===== src/rtl/pacman_move_scheduler.sv =====
// pacman_move_scheduler
//   Paces pacman movement with a free-running step timer, queues the player's
//   requested direction from the keys, checks the target tile in map RAM for a
//   wall and issues one single-cycle enable (with direction) per legal step.
//   The queued direction wins when its target is open. Otherwise the current
//   direction is tried.
// Ports
//   clk_i, rst_ni             clock, asynchronous active-low reset
//   key_{up,down,left,right}_i direction keys, active-high level
//   pacman_x_i, pacman_y_i    current tile position
//   map_address_read_o        registered map RAM read address (y*MAP_W + x)
//   map_data_in_i             map RAM data, valid one cycle after the address
//   enable_o                  single-cycle move strobe
//   move_vertical_o/left_o/up_o  registered direction of the last issued move
//   busy_o                    high whenever the FSM is not idle
module pacman_move_scheduler #(
    parameter int unsigned MAP_W       = 21,
    parameter int unsigned MAP_H       = 21,
    parameter int unsigned STEP_CYCLES = 12500000,
    parameter logic [2:0]  WALL_CODE   = 3'd1
) (
    input  logic       clk_i,
    input  logic       rst_ni,
    input  logic       key_up_i,
    input  logic       key_down_i,
    input  logic       key_left_i,
    input  logic       key_right_i,
    input  logic [7:0] pacman_x_i,
    input  logic [7:0] pacman_y_i,
    output logic [8:0] map_address_read_o,
    input  logic [2:0] map_data_in_i,
    output logic       enable_o,
    output logic       move_vertical_o,
    output logic       move_left_o,
    output logic       move_up_o,
    output logic       busy_o
);
    localparam int unsigned TW = (STEP_CYCLES > 1) ? $clog2(STEP_CYCLES) : 1;
    localparam logic [TW-1:0] TMAX = TW'(STEP_CYCLES - 1);

    typedef enum logic [2:0] {D_NONE, D_UP, D_DOWN, D_LEFT, D_RIGHT} dir_e;
    typedef enum logic [2:0] {S_IDLE, S_RD_P, S_CHK_P, S_RD_C, S_CHK_C, S_ISSUE} state_e;

    state_e        state_q, state_d;
    logic [TW-1:0] timer_q, timer_d;
    dir_e          pend_q, pend_d, cur_q, cur_d, req_q, req_d, key_dir;
    logic [7:0]    x_q, x_d, y_q, y_d;
    logic [8:0]    addr_q, addr_d;
    logic          vert_q, vert_d, left_q, left_d, up_q, up_d;
    logic          tick;

    // Neighbour tile address with wrap at the map edges, 9-bit truncated.
    function automatic logic [8:0] tgt(input dir_e d, input logic [7:0] x, input logic [7:0] y);
        logic [8:0] tx, ty;
        tx = {1'b0, x};
        ty = {1'b0, y};
        case (d)
            D_UP:    ty = (y == 8'd0) ? 9'(MAP_H - 1) : ty - 9'd1;
            D_DOWN:  ty = (y == 8'(MAP_H - 1)) ? 9'd0 : ty + 9'd1;
            D_LEFT:  tx = (x == 8'd0) ? 9'(MAP_W - 1) : tx - 9'd1;
            D_RIGHT: tx = (x == 8'(MAP_W - 1)) ? 9'd0 : tx + 9'd1;
            default: ;
        endcase
        return ty * 9'(MAP_W) + tx;
    endfunction

    assign tick = (timer_q == TMAX);

    always_comb begin
        key_dir = D_NONE;
        if      (key_up_i)    key_dir = D_UP;
        else if (key_down_i)  key_dir = D_DOWN;
        else if (key_left_i)  key_dir = D_LEFT;
        else if (key_right_i) key_dir = D_RIGHT;
    end

    always_comb begin
        state_d = state_q;
        timer_d = tick ? '0 : timer_q + 1'b1;
        pend_d  = (key_dir != D_NONE) ? key_dir : pend_q;
        cur_d   = cur_q;
        req_d   = req_q;
        x_d     = x_q;
        y_d     = y_q;
        addr_d  = addr_q;
        vert_d  = vert_q;
        left_d  = left_q;
        up_d    = up_q;
        case (state_q)
            S_IDLE: if (tick) begin
                // Snapshot position and request so later key/position changes
                // cannot disturb a check in flight.
                x_d   = pacman_x_i;
                y_d   = pacman_y_i;
                req_d = pend_q;
                if (pend_q != D_NONE) begin
                    addr_d  = tgt(pend_q, pacman_x_i, pacman_y_i);
                    state_d = S_RD_P;
                end else if (cur_q != D_NONE) begin
                    addr_d  = tgt(cur_q, pacman_x_i, pacman_y_i);
                    state_d = S_RD_C;
                end
            end
            S_RD_P: state_d = S_CHK_P;
            S_CHK_P: begin
                if (map_data_in_i != WALL_CODE) begin
                    cur_d   = req_q;
                    vert_d  = (req_q == D_UP) || (req_q == D_DOWN);
                    left_d  = (req_q == D_LEFT);
                    up_d    = (req_q == D_UP);
                    state_d = S_ISSUE;
                end else if (cur_q != D_NONE && cur_q != req_q) begin
                    addr_d  = tgt(cur_q, x_q, y_q);
                    state_d = S_RD_C;
                end else begin
                    state_d = S_IDLE;
                end
            end
            S_RD_C: state_d = S_CHK_C;
            S_CHK_C: begin
                if (map_data_in_i != WALL_CODE) begin
                    vert_d  = (cur_q == D_UP) || (cur_q == D_DOWN);
                    left_d  = (cur_q == D_LEFT);
                    up_d    = (cur_q == D_UP);
                    state_d = S_ISSUE;
                end else begin
                    state_d = S_IDLE;
                end
            end
            S_ISSUE: state_d = S_IDLE;
            default: state_d = S_IDLE;
        endcase
    end

    always_ff @(posedge clk_i or negedge rst_ni) begin
        if (!rst_ni) begin
            state_q <= S_IDLE;
            timer_q <= '0;
            pend_q  <= D_NONE;
            cur_q   <= D_NONE;
            req_q   <= D_NONE;
            x_q     <= '0;
            y_q     <= '0;
            addr_q  <= '0;
            vert_q  <= 1'b0;
            left_q  <= 1'b0;
            up_q    <= 1'b0;
        end else begin
            state_q <= state_d;
            timer_q <= timer_d;
            pend_q  <= pend_d;
            cur_q   <= cur_d;
            req_q   <= req_d;
            x_q     <= x_d;
            y_q     <= y_d;
            addr_q  <= addr_d;
            vert_q  <= vert_d;
            left_q  <= left_d;
            up_q    <= up_d;
        end
    end

    assign map_address_read_o = addr_q;
    assign enable_o           = (state_q == S_ISSUE);
    assign busy_o             = (state_q != S_IDLE);
    assign move_vertical_o    = vert_q;
    assign move_left_o        = left_q;
    assign move_up_o          = up_q;
endmodule


===== config.mk =====
export PLATFORM = sky130hd
export DESIGN_NAME = pacman_move_scheduler
export DESIGN_NICKNAME = d
export VERILOG_FILES = /design/src/rtl/pacman_move_scheduler.sv
export SDC_FILE = /design/constraint.sdc
export NUM_CORES = 1
export LEC_CHECK = 0
export BUFFER_PORTS_ARGS = -buffer_cell sky130_fd_sc_hd__buf_2
export CAP_MARGIN = 10
export CORE_MARGIN = 3
export CORE_UTILIZATION = 35
export CTS_BUF_LIST = sky130_fd_sc_hd__clkbuf_8
export CTS_CLUSTER_SIZE = 28
export DETAILED_ROUTE_END_ITERATION = 12
export GPL_TIMING_DRIVEN = 0
export SLEW_MARGIN = 20
export SYNTH_ARGS = -nofsm -noshare
export SYNTH_HDL_FRONTEND = slang
export SYNTH_SLANG_ARGS = --single-unit
export TNS_END_PERCENT = 30

===== constraint.sdc =====
create_clock -name clk_i -period 6 [get_ports clk_i]
set_clock_uncertainty 0.15 [all_clocks]
set_input_delay 1.2 -clock clk_i [delete_from_list [all_inputs] [get_ports clk_i]]
set_output_delay 1.2 -clock clk_i [all_outputs]
set_load 0.02 [all_outputs]

Word-level counts from Yosys, hierarchy flattened
Cells that the tools add are included.
- register bits after elaboration: 64
- logic and storage cells: 135
- output and inout bits: 14
- bits of input ports: 25
- equal/unequal tests: 29
- multipliers: 3
- multiplexer cells: 61
- reductions and logical operators: 19
- add/subtract/negate cells: 12
- operators by type and width (operator ; count):
    2-to-1 mux 9 bit ; 33
    one-hot mux 9 bit (2 select lines) ; 7
    adder 8 x 1 -> 9 bit (second input constant) ; 4
    subtractor 8 x 1 -> 9 bit (second input constant) ; 4
    equality test 8 x 5 -> 1 bit (second input constant) ; 4
    zero test 8 bit ; 4
    adder 9 bit ; 3
    multiplier 9 x 5 -> 9 bit (second input constant) ; 3
    2-to-1 mux 3 bit ; 9
    adder 24 x 1 -> 24 bit (second input constant) ; 1
    equality test 24 bit (second input constant) ; 1
    equality test 3 x 2 -> 1 bit (second input constant) ; 8
    2-to-1 mux 24 bit ; 1
    one-hot mux 3 bit (5 select lines) ; 1
    equality test 3 x 1 -> 1 bit (second input constant) ; 4
    equality test 3 bit (second input constant) ; 4
    nonzero test 3 bit ; 4
    != test 2 bit (second input constant) ; 5
    2-to-1 mux 1 bit ; 6
    one-hot mux 1 bit (2 select lines) ; 3
    AND reduction 2 bit ; 3
    AND reduction 5 bit ; 1
    nonzero test 2 bit ; 2
    zero test 3 bit ; 1
    other kinds (7) ; 8

Logic depth before layout (Yosys ltp)
Gate-level depths: netlist of the first run.
- depth after elaboration: 13
- depth in mapped cells: 23
- mapped depth without buffers: 23

Worst setup path before layout of the first run
Ideal clock, no wire load.
- kind: input to register
- start: input pacman_y_i[0]
- end: register addr_q[8] (netlist: map_address_read_o[8])
- slack: 270 ps
- library setup time: 126 ps
- stages: 20
- arrival time: 5454 ps
- required time: 5724 ps
- buffers on the path: 0
- cells stage by stage: inv_1 > ha_1 > or4b_4 > o21ai_2 > o21ai_1 > a221oi_2 > inv_1 > ha_1 > fa_1 > inv_1 > fa_1 > inv_1 > ha_1 > o21ai_0 > o21bai_1 > a21oi_1 > xnor2_1 > xnor2_1 > mux2i_1 > a221o_1
- longest elaborated chain between the ends: 13
- elaborated cells on any way between the ends: 23
- those cells by class: add/sub: 4; mul: 2; eq/ne: 1; mux: 15; reduce/logical: 1
- RTL lines (what ; RTL line ; source):
    from (decl) ; 29 ; input logic [7:0] pacman_y_i,
    adder 8 x 1 -> 9 bit, or another cell as far along ; 59 ; D_DOWN: ty = (y == 8'(MAP_H - 1)) ? 9'd0 : ty + 9'd1;
    2-to-1 mux 9 bit (on tied branches) ; 59, 58 ;
    one-hot mux 9 bit (2 select lines) ; 57 ; case (d)
    2-to-1 mux 9 bit ; 99 ; end else if (cur_q != D_NONE) begin
    2-to-1 mux 9 bit ; 96 ; if (pend_q != D_NONE) begin
    2-to-1 mux 9 bit ; 90 ; S_IDLE: if (tick) begin
    2-to-1 mux 9 bit ; 89 ; case (state_q)
    multiplier 9 x 5 -> 9 bit ; 64 ; return ty * 9'(MAP_W) + tx;
    adder 9 bit ; 64 ;
    2-to-1 mux 9 bit ; 99 ;
    2-to-1 mux 9 bit * ; 96 ;
    2-to-1 mux 9 bit * ; 90 ;
    one-hot mux 9 bit (2 select lines) * ; 89 ;
    to (signal assigned) ; 156 ; addr_q <= addr_d;
    to (decl) ; 48 ; logic [8:0] addr_q, addr_d;
Mark *: on every way between the ends. The rest lies on a longest branch, timed or not. The select of a mux whose other input is x is not followed.
A chain may end at the register's enable or synchronous reset.

Worst setup path after layout of the first run
Ends and elaborated chain as after synthesis.

==> impl_metrics.yaml, run 1 <==
outcome:
  status: "completed"
critical_path:
  cp-start-kind: "input pin"
  rrSetupSlack_ps: 470
  critPathArrivalTime_ps: 5900
  crit_path_end: "map_address_read_o[8]$_DFFE_PN0P_"
  reg2reg_to: "map_address_read_o[8]$_DFFE_PN0P_"
  critPathCaptureType: "register"
  crit_type: "in -> reg"
  reg2reg_depth: 19
  crit_start: "pacman_y_i[0]"
  cp_data_required_time_ps: 6090
  path_max_fanout: 6
  timing.rr.start: "cur_q[1]$_DFFE_PN0P_"
finish:
  syn2layout_area_growth_pct: 12.6
  num_antenna_cells: 0
  fin_util_pct: 40.8
  nets: 1075
  layout.cells.non_filler: 1219
  layout-drive-gt1-share_pct: 14.0
  nFillCells: 2090
pwr:
  peakVddDrop_mv: 0.144
  p_leak_nw: 3.70
  power_density_mw_per_mm2: 233
hold_path:
  hp-class: "reg -> reg"
synthesis:
  synth-seq-area-share_pct: 21.6
  netlist.area_leader.share_pct: 21.6
  synth_top_cell_by_area: "dfrtp_1"
  syn_nets: 1024
  synth_commonest_cells: "inv_1 (88), ha_1 (78), nor2_1 (75)"
  synth_warnings: 0
  synth_cell_types: 75
  ys_async_sr_fraction_pct: 100
  yosysMostFrequentCell: "inv_1"
  synth_edf_count: 0
  synth_area_per_cell_um2: 8.30
  synth-seq-cells: 64
  ys.flop_type: "dfrtp_1"
  netlist_area_mm2: 0.00742
  synthCells: 894
  ys_top_cells_by_area: "dfrtp_1 (22%), ha_1 (13%), fa_1 (7.3%), xnor2_1 (4.5%), inv_1 (4.5%)"
placement:
  hpwl_um: 15500
  place_congestion: 0.894
  port_buffers: 32
  dp_cells: 1197
global_route:
  grt_pass1_vias: 6388
  grt_max_degree: 42
  grt-ovfl-total: 0
  grt_first_pass_wirelength_um: 32400
  grt_util_all_layers_pct: 17.7
  antenna_found_initial: 0
routing:
  viasPerCell: 5.49
  drt-total-wl_um: 19800
  vias: 6695
  drt_iter0_drc: 508
  first_pass_iters: 5
  wire_per_inst_um: 16.2
  drc_errors: 0
  antenna_left: 0
cts:
  path_clk_slew_ps: 70
  insertion_delay_ps: 360
  cts_tree: "built"
  cts-root-buf: "clkbuf_8"
  cts_buffers: 9
  cts_sinks: 64
  htree_levels: 3
  clockBufferDepth: 2
job:
  drv_cap: 0
floorplan:
  die_height_um: 152
  start_util_pct: 36.2
  num_io_pins: 39
  dieArea_mm2: 0.0230
  coreArea_mm2: 0.0205
  rows: 52
  die_width_um: 152
timing:
  tightest_slew_ps: 1010
  drv_slew: 0
  hold_violations: 0
  finalCritPeriodShare_pct: 96.8
  final-setup-viol-count: 0
  fmax_mhz: 172
  timing.final.crit_period_ps: 5810
  slew_headroom_pct: 32.3
-- worst min path at each step --
stage | depth (start not counted) | startpoint | to | slack, ps
floorplan | 1 | timer_q[0]$_DFF_PN0_ | timer_q[0]$_DFF_PN0_ | 300
global placement | 2 | map_address_read_o[0]$_DFFE_PN0P_ | map_address_read_o[0]$_DFFE_PN0P_ | 310
detailed placement | 2 | map_address_read_o[4]$_DFFE_PN0P_ | map_address_read_o[4]$_DFFE_PN0P_ | 320
CTS | 2 | map_address_read_o[4]$_DFFE_PN0P_ | map_address_read_o[4]$_DFFE_PN0P_ | 340
global route | 2 | map_address_read_o[0]$_DFFE_PN0P_ | map_address_read_o[0]$_DFFE_PN0P_ | 370
finish | 2 | map_address_read_o[0]$_DFFE_PN0P_ | map_address_read_o[0]$_DFFE_PN0P_ | 330
-- cells in the final DEF, fill, tap and decap left out, types with 7 or more instances in the layout --
| master | n |
|---|---|
| mux2i_1 | 14 |
| o21ai_0 | 45 |
| ha_1 | 73 |
| a21oi_1 | 52 |
| nand2b_1 | 9 |
| xor2_1 | 24 |
| clkbuf_8 | 9 |
| a31oi_1 | 7 |
| and3_1 | 12 |
| nor2_1 | 75 |
| or3_1 | 7 |
| buf_2 | 41 |
| nand4_1 | 9 |
| clkbuf_1 | 29 |
| o221ai_1 | 12 |
| a22oi_1 | 10 |
| buf_4 | 8 |
| a221oi_1 | 14 |
| nand3_1 | 29 |
| xnor2_1 | 38 |
| nand2_1 | 65 |
| o21bai_1 | 9 |
| nor3_1 | 23 |
| o22ai_1 | 14 |
| fa_1 | 27 |
| inv_1 | 86 |
| mux2_2 | 18 |
| dfrtp_1 | 64 |
| nor2b_1 | 11 |
-- final cells by class --
cell class	instances	area (um^2)	area share (%)
multi-input cells	698	5470	65.5
flip-flops and latches	64	1600	19.2
inverters	88	335	4.01
well taps	270	338	4.04
clock buffers	9	124	1.48
plain buffers	44	189	2.26
repair buffers	40	235	2.82
clock inverters	6	62.6	0.749
-- sequential cells by signal, indices dropped and copies added, names as in the netlist --
| register | flops |
|---|---|
| move_up_o | 1 |
| pend_q | 3 |
| map_address_read_o | 9 |
| timer_q | 24 |
| req_q | 3 |
| move_vertical_o | 1 |
| move_left_o | 1 |
| y_q | 8 |
| cur_q | 3 |
| x_q | 8 |
| state_q | 3 |
-- critical path, stage by stage --
cell and delay, ps:
buf_2 150, inv_4 110, ha_4 170, or4b_4 510, o21ai_4 180, nor2_1 60, a31oi_1 160, a31oi_1 190
ha_1 370, ha_1 280, inv_1 60, fa_1 530, fa_1 480, nor2b_1 200, nor3_2 70, o21bai_1 200
a21oi_2 100, xnor2_1 140, xnor2_1 270, mux2i_1 170, a221o_1 330
-- cells by family (layout without fill, tap and decap cells) --
| logic type | count (synthesis) | in the layout | synth area share, % |
|---|---|---|---|
| compound gates | 215 | 215 | 19.4 |
| fa+ha+maj | 105 | 105 | 20.4 |
| flops | 64 | 64 | 21.6 |
| buf+inv | 132 | 187 | 6.97 |
| simple gates | 284 | 284 | 19.6 |
| xor+xnor | 62 | 62 | 7.32 |
| mux | 32 | 32 | 4.62 |
-- stage by stage --
step	hold slack, ps	worst slack [ps]	TNS [ps]	power, mW	cell area, um^2
after global routing	365	-17.0	-17.0	2.14	8350
final	332	191	0	1.95	8350
after global placement	313	-699	-1150	1.54	7910
after CTS	338	10.7	0	1.94	8160
after detailed placement	321	-676	-1100	1.55	7940
after floorplan	305	270	0	1.26	7420
-- layer usage --
metal | global-route usage [%] | up-vias | share of wire, %
met1 | 23.9 | 3196 | 45
met2 | 28.9 | 186 | 48
met4 | 6.38 | 0 | 2.5
met5 | 0 | - | 0
met3 | 2.47 | 26 | 4.7
li1 | - | 3287 | -
-- power breakdown --
group	internal, mW	switching, mW
combinational	0.450	0.632
sequential	0.465	0.0290
clock	0.188	0.182
-- timing repair --
| item | 4_1_cts | 5_1_grt |
|---|---|---|
| pin swaps | 5 | 10 |
| setup buffers | 2 | 5 |
| hold buffers | 0 | 0 |
| resized for setup | 8 | 31 |
| setup endpoints to repair | 1 | 2 |
Power figures use the tool's default switching activity.
==> run 2, diff against run 1 <==
--- a/config.mk
+++ b/config.mk
@@ -7,12 +7,14 @@
 export LEC_CHECK = 0
 export BUFFER_PORTS_ARGS = -buffer_cell sky130_fd_sc_hd__buf_2
 export CAP_MARGIN = 10
-export CORE_MARGIN = 3
+export CORE_MARGIN = 5
 export CORE_UTILIZATION = 35
 export CTS_BUF_LIST = sky130_fd_sc_hd__clkbuf_8
 export CTS_CLUSTER_SIZE = 28
 export DETAILED_ROUTE_END_ITERATION = 12
 export GPL_TIMING_DRIVEN = 0
+export PLACE_DENSITY_LB_ADDON = 0.12
+export RECOVER_POWER = 25
 export SLEW_MARGIN = 20
 export SYNTH_ARGS = -nofsm -noshare
 export SYNTH_HDL_FRONTEND = slang
==> run 2 against run 1 <==
The flow now finishes with violations (capacitance limit, slew limit). Power is 0.57% higher. Final cell count is 0.66% higher. Combinational power is 5% higher. Sequential power hardly changed. Via count is 2.2% lower. Clock power is 9.2% lower. Non-clock buffer count is 2 higher. Critical path type unchanged. Largest cell class unchanged.
==> impl_metrics.yaml, run 2 (synthesis gave the netlist of run 1 again) <==
routing:
  viasPerCell: 5.33
  drc_errors: 0
  first_pass_iters: 5
  drt-total-wl_um: 20600
  vias: 6545
  antenna_left: 0
  wire_per_inst_um: 16.8
  drt_iter0_drc: 467
critical_path:
  cp-start-kind: "input pin"
  timing.rr.start: "cur_q[1]$_DFFE_PN0P_"
  path_cells: "buf_2, inv_4, ha_4, or4b_4, o21ai_4, o21ai_1, a221oi_2, inv_1, ha_4, fa_1, inv_1, fa_1, inv_1, ha_4, o21ai_1, o21bai_1, a21oi_2, xnor2_2, xnor2_2, mux2i_2, a221o_1"
  max_stage_delay_ps: 540
  crit_type: "in -> reg"
  critPathCaptureType: "register"
  cp_top_family: "adder cells"
  critical_path_buf_inv_count: 5
  crit_start: "pacman_y_i[1]"
  path_max_fanout: 6
  critPathArrivalTime_ps: 5930
  cp_data_required_time_ps: 6090
  crit_slowest_cell: "fa_1"
pwr:
  peakVddDrop_mv: 0.174
  p_leak_nw: 3.69
  power_mw: 1.96
  power_density_mw_per_mm2: 234
finish:
  syn2layout_area_growth_pct: 12.6
  ff_latch_area_mm2: 0.00160
  multiInputGateArea_mm2: 0.00548
  nets: 1077
  nFillCells: 2250
  layout_commonest_cell: "inv_1"
  top_register: "timer_q"
  fin_util_pct: 39.8
  layout-drive-gt1-share_pct: 13.8
  layout.cells.non_filler: 1227
  largest_reg_flops: 24
  num_antenna_cells: 0
  final_cell_mix: "inv_1 (86), nor2_1 (75), ha_1 (73)"
timing:
  finalCritPeriodShare_pct: 97.4
  hold_violations: 0
  timing.final.crit_period_ps: 5840
  final-setup-viol-count: 0
  tightest_slew_ps: 2220
  drv_slew: 40
  slew_headroom_pct: -48.3
  final.setup.tns_ps: 0
  fmax_mhz: 171
  hold_ws_ps: 330
floorplan:
  num_io_pins: 39
  coreArea_mm2: 0.0210
  die_width_um: 156
  rows: 53
  start_util_pct: 35.4
  die_height_um: 156
  dieArea_mm2: 0.0242
cts:
  clockBufferDepth: 2
  cts_sinks: 64
  htree_levels: 3
  hold_buffers: 0
  cts-root-buf: "clkbuf_8"
  cts_buffers: 9
  cts_tree: "built"
  path_clk_slew_ps: 80
  insertion_delay_ps: 350
global_route:
  grt_pass1_vias: 6418
  grt_max_degree: 40
  grt_first_pass_wirelength_um: 33900
  grt-ovfl-total: 0
  grt_util_all_layers_pct: 17.4
  antenna_found_initial: 0
placement:
  dp_cells: 1202
  place_congestion: 0.853
  hpwl_um: 16500
  port_buffers: 32
hold_path:
  min_from: "map_address_read_o[3]$_DFFE_PN0P_"
  hp-class: "reg -> reg"
outcome:
  violations: "capacitance limit, slew limit"
  status: "complete, but fails checks"
job:
  drv_cap: 1
==> run 2: cell count changes in the layout (fill, tap and decap cells not counted), sizes merged <==
cell      delta
clkinvlp     +1
buf          +1
inv          +1
clkbuf       +1
bufinv       -1
==> run 2: worst min-delay path, stage by stage, from the launching register on <==
cell	delay, ps
dfrtp_1	340
nand2_1	40
o21ai_0	60
==> run 2: routing by layer <==
layer / GRT usage (%) / vias up / part of all wire [%] / routed length (um)
li1: - / 3309 / - / -
met1: 24.6 / 3081 / 49 / 10100
met2: 28.7 / 134 / 46 / 9480
met3: 1.58 / 21 / 3.5 / 712
met4: 4.46 / 0 / 1.6 / 325
met5: 0 / - / 0 / 0
==> run 2: what timing repair did <==
item,in CTS,in global routing
cloned,0,0
resized for setup,10,29
pin swaps,4,11
buffers inserted,3,6
endpoints found under the setup margin,2,2
==> run 2: report_power, final <==
part | switching, mW | leakage, nW | internal (mW)
clock network | 0.187 | 0.0830 | 0.150
registers | 0.0282 | 0.815 | 0.465
logic | 0.657 | 2.80 | 0.471
total | 0.871 | 3.69 | 1.09
==> run 2: metrics by stage <==
| stage | instance area [um^2] | setup slack [ps] |
|---|---|---|
| final | 8350 | 158 |
| after global routing | 8350 | -41.2 |
| after CTS | 8180 | 7.31 |
| after detailed placement | 7950 | -766 |
| after global placement | 7920 | -840 |
| after floorplan | 7420 | 270 |
==> run 2: final timing paths <==
kind                                                     end  cells after the start  slack [ps]
setup / recovery           map_address_read_o[8]$_DFFE_PN0P_                     21         160
hold / removal             map_address_read_o[3]$_DFFE_PN0P_                      2         330
setup reg to reg           map_address_read_o[8]$_DFFE_PN0P_                     19         400
hold reg to reg            map_address_read_o[3]$_DFFE_PN0P_                      2         330
max in group asynchronous               req_q[1]$_DFFE_PN0P_                      2        1970
min in group asynchronous              timer_q[14]$_DFF_PN0_                      1        1000
==> run 2: cell type report <==
cell class | count | share of cell area [%]
inverters | 88 | 4.02
flip-flops and latches | 64 | 19.2
multi-input cells | 698 | 65.6
clock inverters | 7 | 0.585
repair buffers | 42 | 2.76
clock buffers | 9 | 1.48
plain buffers | 44 | 2.25
well taps | 275 | 4.12
==> run 3, diff against run 2 <==
--- a/config.mk
+++ b/config.mk
@@ -6,10 +6,9 @@
 export NUM_CORES = 1
 export LEC_CHECK = 0
 export BUFFER_PORTS_ARGS = -buffer_cell sky130_fd_sc_hd__buf_2
-export CAP_MARGIN = 10
 export CORE_MARGIN = 5
 export CORE_UTILIZATION = 35
-export CTS_BUF_LIST = sky130_fd_sc_hd__clkbuf_8
+export CTS_BUF_LIST = sky130_fd_sc_hd__clkbuf_16
 export CTS_CLUSTER_SIZE = 28
 export DETAILED_ROUTE_END_ITERATION = 12
 export GPL_TIMING_DRIVEN = 0
==> run 3 against run 2 <==
The run still ends with capacitance limit, slew limit left. Clock power increased by 46%. Power increased by 10%. Sequential power about the same. First-iteration DRC count increased by 8.4%. Worst setup slack improved by 28 ps.
==> impl_metrics.yaml, run 3 (synthesis gave the netlist of run 1 again) <==
pwr:
  power_density_mw_per_mm2: 254
  peakVddDrop_mv: 0.182
  p_leak_nw: 3.77
routing:
  antenna_left: 0
  wl_met1_um: 10300
  wire_per_inst_um: 16.9
  viasPerCell: 5.34
  drt-total-wl_um: 20800
  met2_length_um: 9540
  top_layer: "met4"
  wl_met3_um: 545
  first_pass_iters: 6
  vias: 6591
  drt_iter0_drc: 506
  drc_errors: 0
finish:
  largest_reg_flops: 24
  layout-drive-gt1-share_pct: 14.7
  top_register: "timer_q"
  num_antenna_cells: 0
  fin_util_pct: 40.6
  layout_commonest_cell: "inv_1"
  nets: 1084
  final_cell_mix: "inv_1 (86), nor2_1 (75), ha_1 (72)"
  syn2layout_area_growth_pct: 14.9
global_route:
  grt-ovfl-total: 0
  grt_first_pass_wirelength_um: 34100
  antenna_found_initial: 0
  grt_util_all_layers_pct: 17.5
  grt_pass1_vias: 6460
  grt_max_degree: 40
outcome:
  status: "complete, but fails checks"
  violations: "capacitance limit, slew limit"
floorplan:
  die_height_um: 156
  dieArea_mm2: 0.0242
  start_util_pct: 35.4
  num_io_pins: 39
  coreArea_mm2: 0.0210
  rows: 53
  die_width_um: 156
timing:
  finalCritPeriodShare_pct: 96.9
  final.setup.tns_ps: 0
  final-setup-viol-count: 0
  fmax_mhz: 172
  tightest_slew_ps: 2220
  hold_violations: 0
  setup_ws_ps: 187
  slew_headroom_pct: -47.7
  drv_slew: 40
  timing.final.crit_period_ps: 5810
critical_path:
  rrSetupSlack_ps: 430
  timing.rr.start: "cur_q[1]$_DFFE_PN0P_"
  reg2reg_depth: 19
  path_max_fanout: 6
  crit_path_end: "map_address_read_o[8]$_DFFE_PN0P_"
  crit_slowest_cell: "fa_1"
  crit_start: "pacman_y_i[1]"
  crit_type: "in -> reg"
  path_cells: "buf_2, inv_4, ha_4, or4b_4, o21ai_4, o21ai_2, a221oi_4, inv_2, ha_1, fa_1, inv_1, fa_1, inv_1, ha_1, o21ai_1, o21bai_1, a21oi_1, xnor2_1, xnor2_1, mux2i_2, a221o_1"
  cp_data_required_time_ps: 6070
  critPathCaptureType: "register"
  max_stage_delay_ps: 540
  critPathArrivalTime_ps: 5880
  reg2reg_to: "map_address_read_o[8]$_DFFE_PN0P_"
  cp-start-kind: "input pin"
job:
  drv_cap: 1
cts:
  cts-root-buf: "clkbuf_16"
  cts_tree: "built"
  htree_levels: 3
  cts_sinks: 64
  insertion_delay_ps: 340
  cts_buffers: 9
  path_clk_slew_ps: 60
  hold_buffers: 0
  clockBufferDepth: 2
hold_path:
  hp-class: "reg -> reg"
placement:
  place_congestion: 0.853
  port_buffers: 32
  dpl_worst_slack_ps: -766
  hpwl_um: 16500
-- run 3: layout make-up --
| cell class | count | area [um^2] |
|---|---|---|
| tap | 275 | 344 |
| sequential | 64 | 1600 |
| timing repair buffer | 49 | 283 |
| clock buffer | 9 | 225 |
| multi-input combinational | 698 | 5490 |
| inverter | 88 | 335 |
| fill | 2235 | 12400 |
| buffer | 44 | 189 |
| clock inverter | 7 | 48.8 |
-- run 3: worst min-delay path by stage --
stage / from / cells past startpoint / to
global placement: map_address_read_o[2]$_DFFE_PN0P_ / 2 / map_address_read_o[2]$_DFFE_PN0P_
CTS: map_address_read_o[3]$_DFFE_PN0P_ / 2 / map_address_read_o[3]$_DFFE_PN0P_
finish: map_address_read_o[3]$_DFFE_PN0P_ / 2 / map_address_read_o[3]$_DFFE_PN0P_
floorplan: timer_q[0]$_DFF_PN0_ / 1 / timer_q[0]$_DFF_PN0_
global route: timer_q[22]$_DFF_PN0_ / 1 / timer_q[22]$_DFF_PN0_
detailed placement: map_address_read_o[3]$_DFFE_PN0P_ / 2 / map_address_read_o[3]$_DFFE_PN0P_
-- run 3: metrics by stage --
| step | instance area [um^2] | hold slack, ps | total power [mW] | std cells |
|---|---|---|---|---|
| 3_3_place_gp | 7920 | 311 | 1.57 | 1201 |
| 4_1_cts | 8330 | 330 | 2.10 | 1227 |
| 5_1_grt | 8520 | 353 | 2.35 | 1234 |
| 3_5_place_dp | 7950 | 316 | 1.57 | 1202 |
| 2_1_floorplan | 7420 | 305 | 1.26 | 894 |
| 6_report | 8520 | 325 | 2.16 | 1234 |
-- run 3: timing repair --
| action | 4_1_cts | 5_1_grt |
|---|---|---|
| gates resized for setup | 12 | 30 |
| pin swaps | 5 | 13 |
| setup endpoints to repair | 2 | 2 |
| buffers inserted | 9 | 7 |
-- run 3: per-layer routing --
layer | vias up | track usage [%]
li1 | 3318 | -
met1 | 3122 | 24.6
met2 | 124 | 28.9
met3 | 27 | 1.17
met4 | 0 | 5.21
met5 | - | 0
-- run 3: critical path, delay by kind of cell --
kind	cells	cell delay, ps
simple gates	1	510
mux	1	130
compound gates	7	1410
buf+inv	5	410
xor+xnor	2	330
fa+ha+maj	5	1860
-- run 3: power by group --
| group | internal (mW) | switching [mW] |
|---|---|---|
| Combinational | 0.504 | 0.674 |
| Clock | 0.279 | 0.210 |
| Sequential | 0.466 | 0.0285 |
| Total | 1.25 | 0.913 |
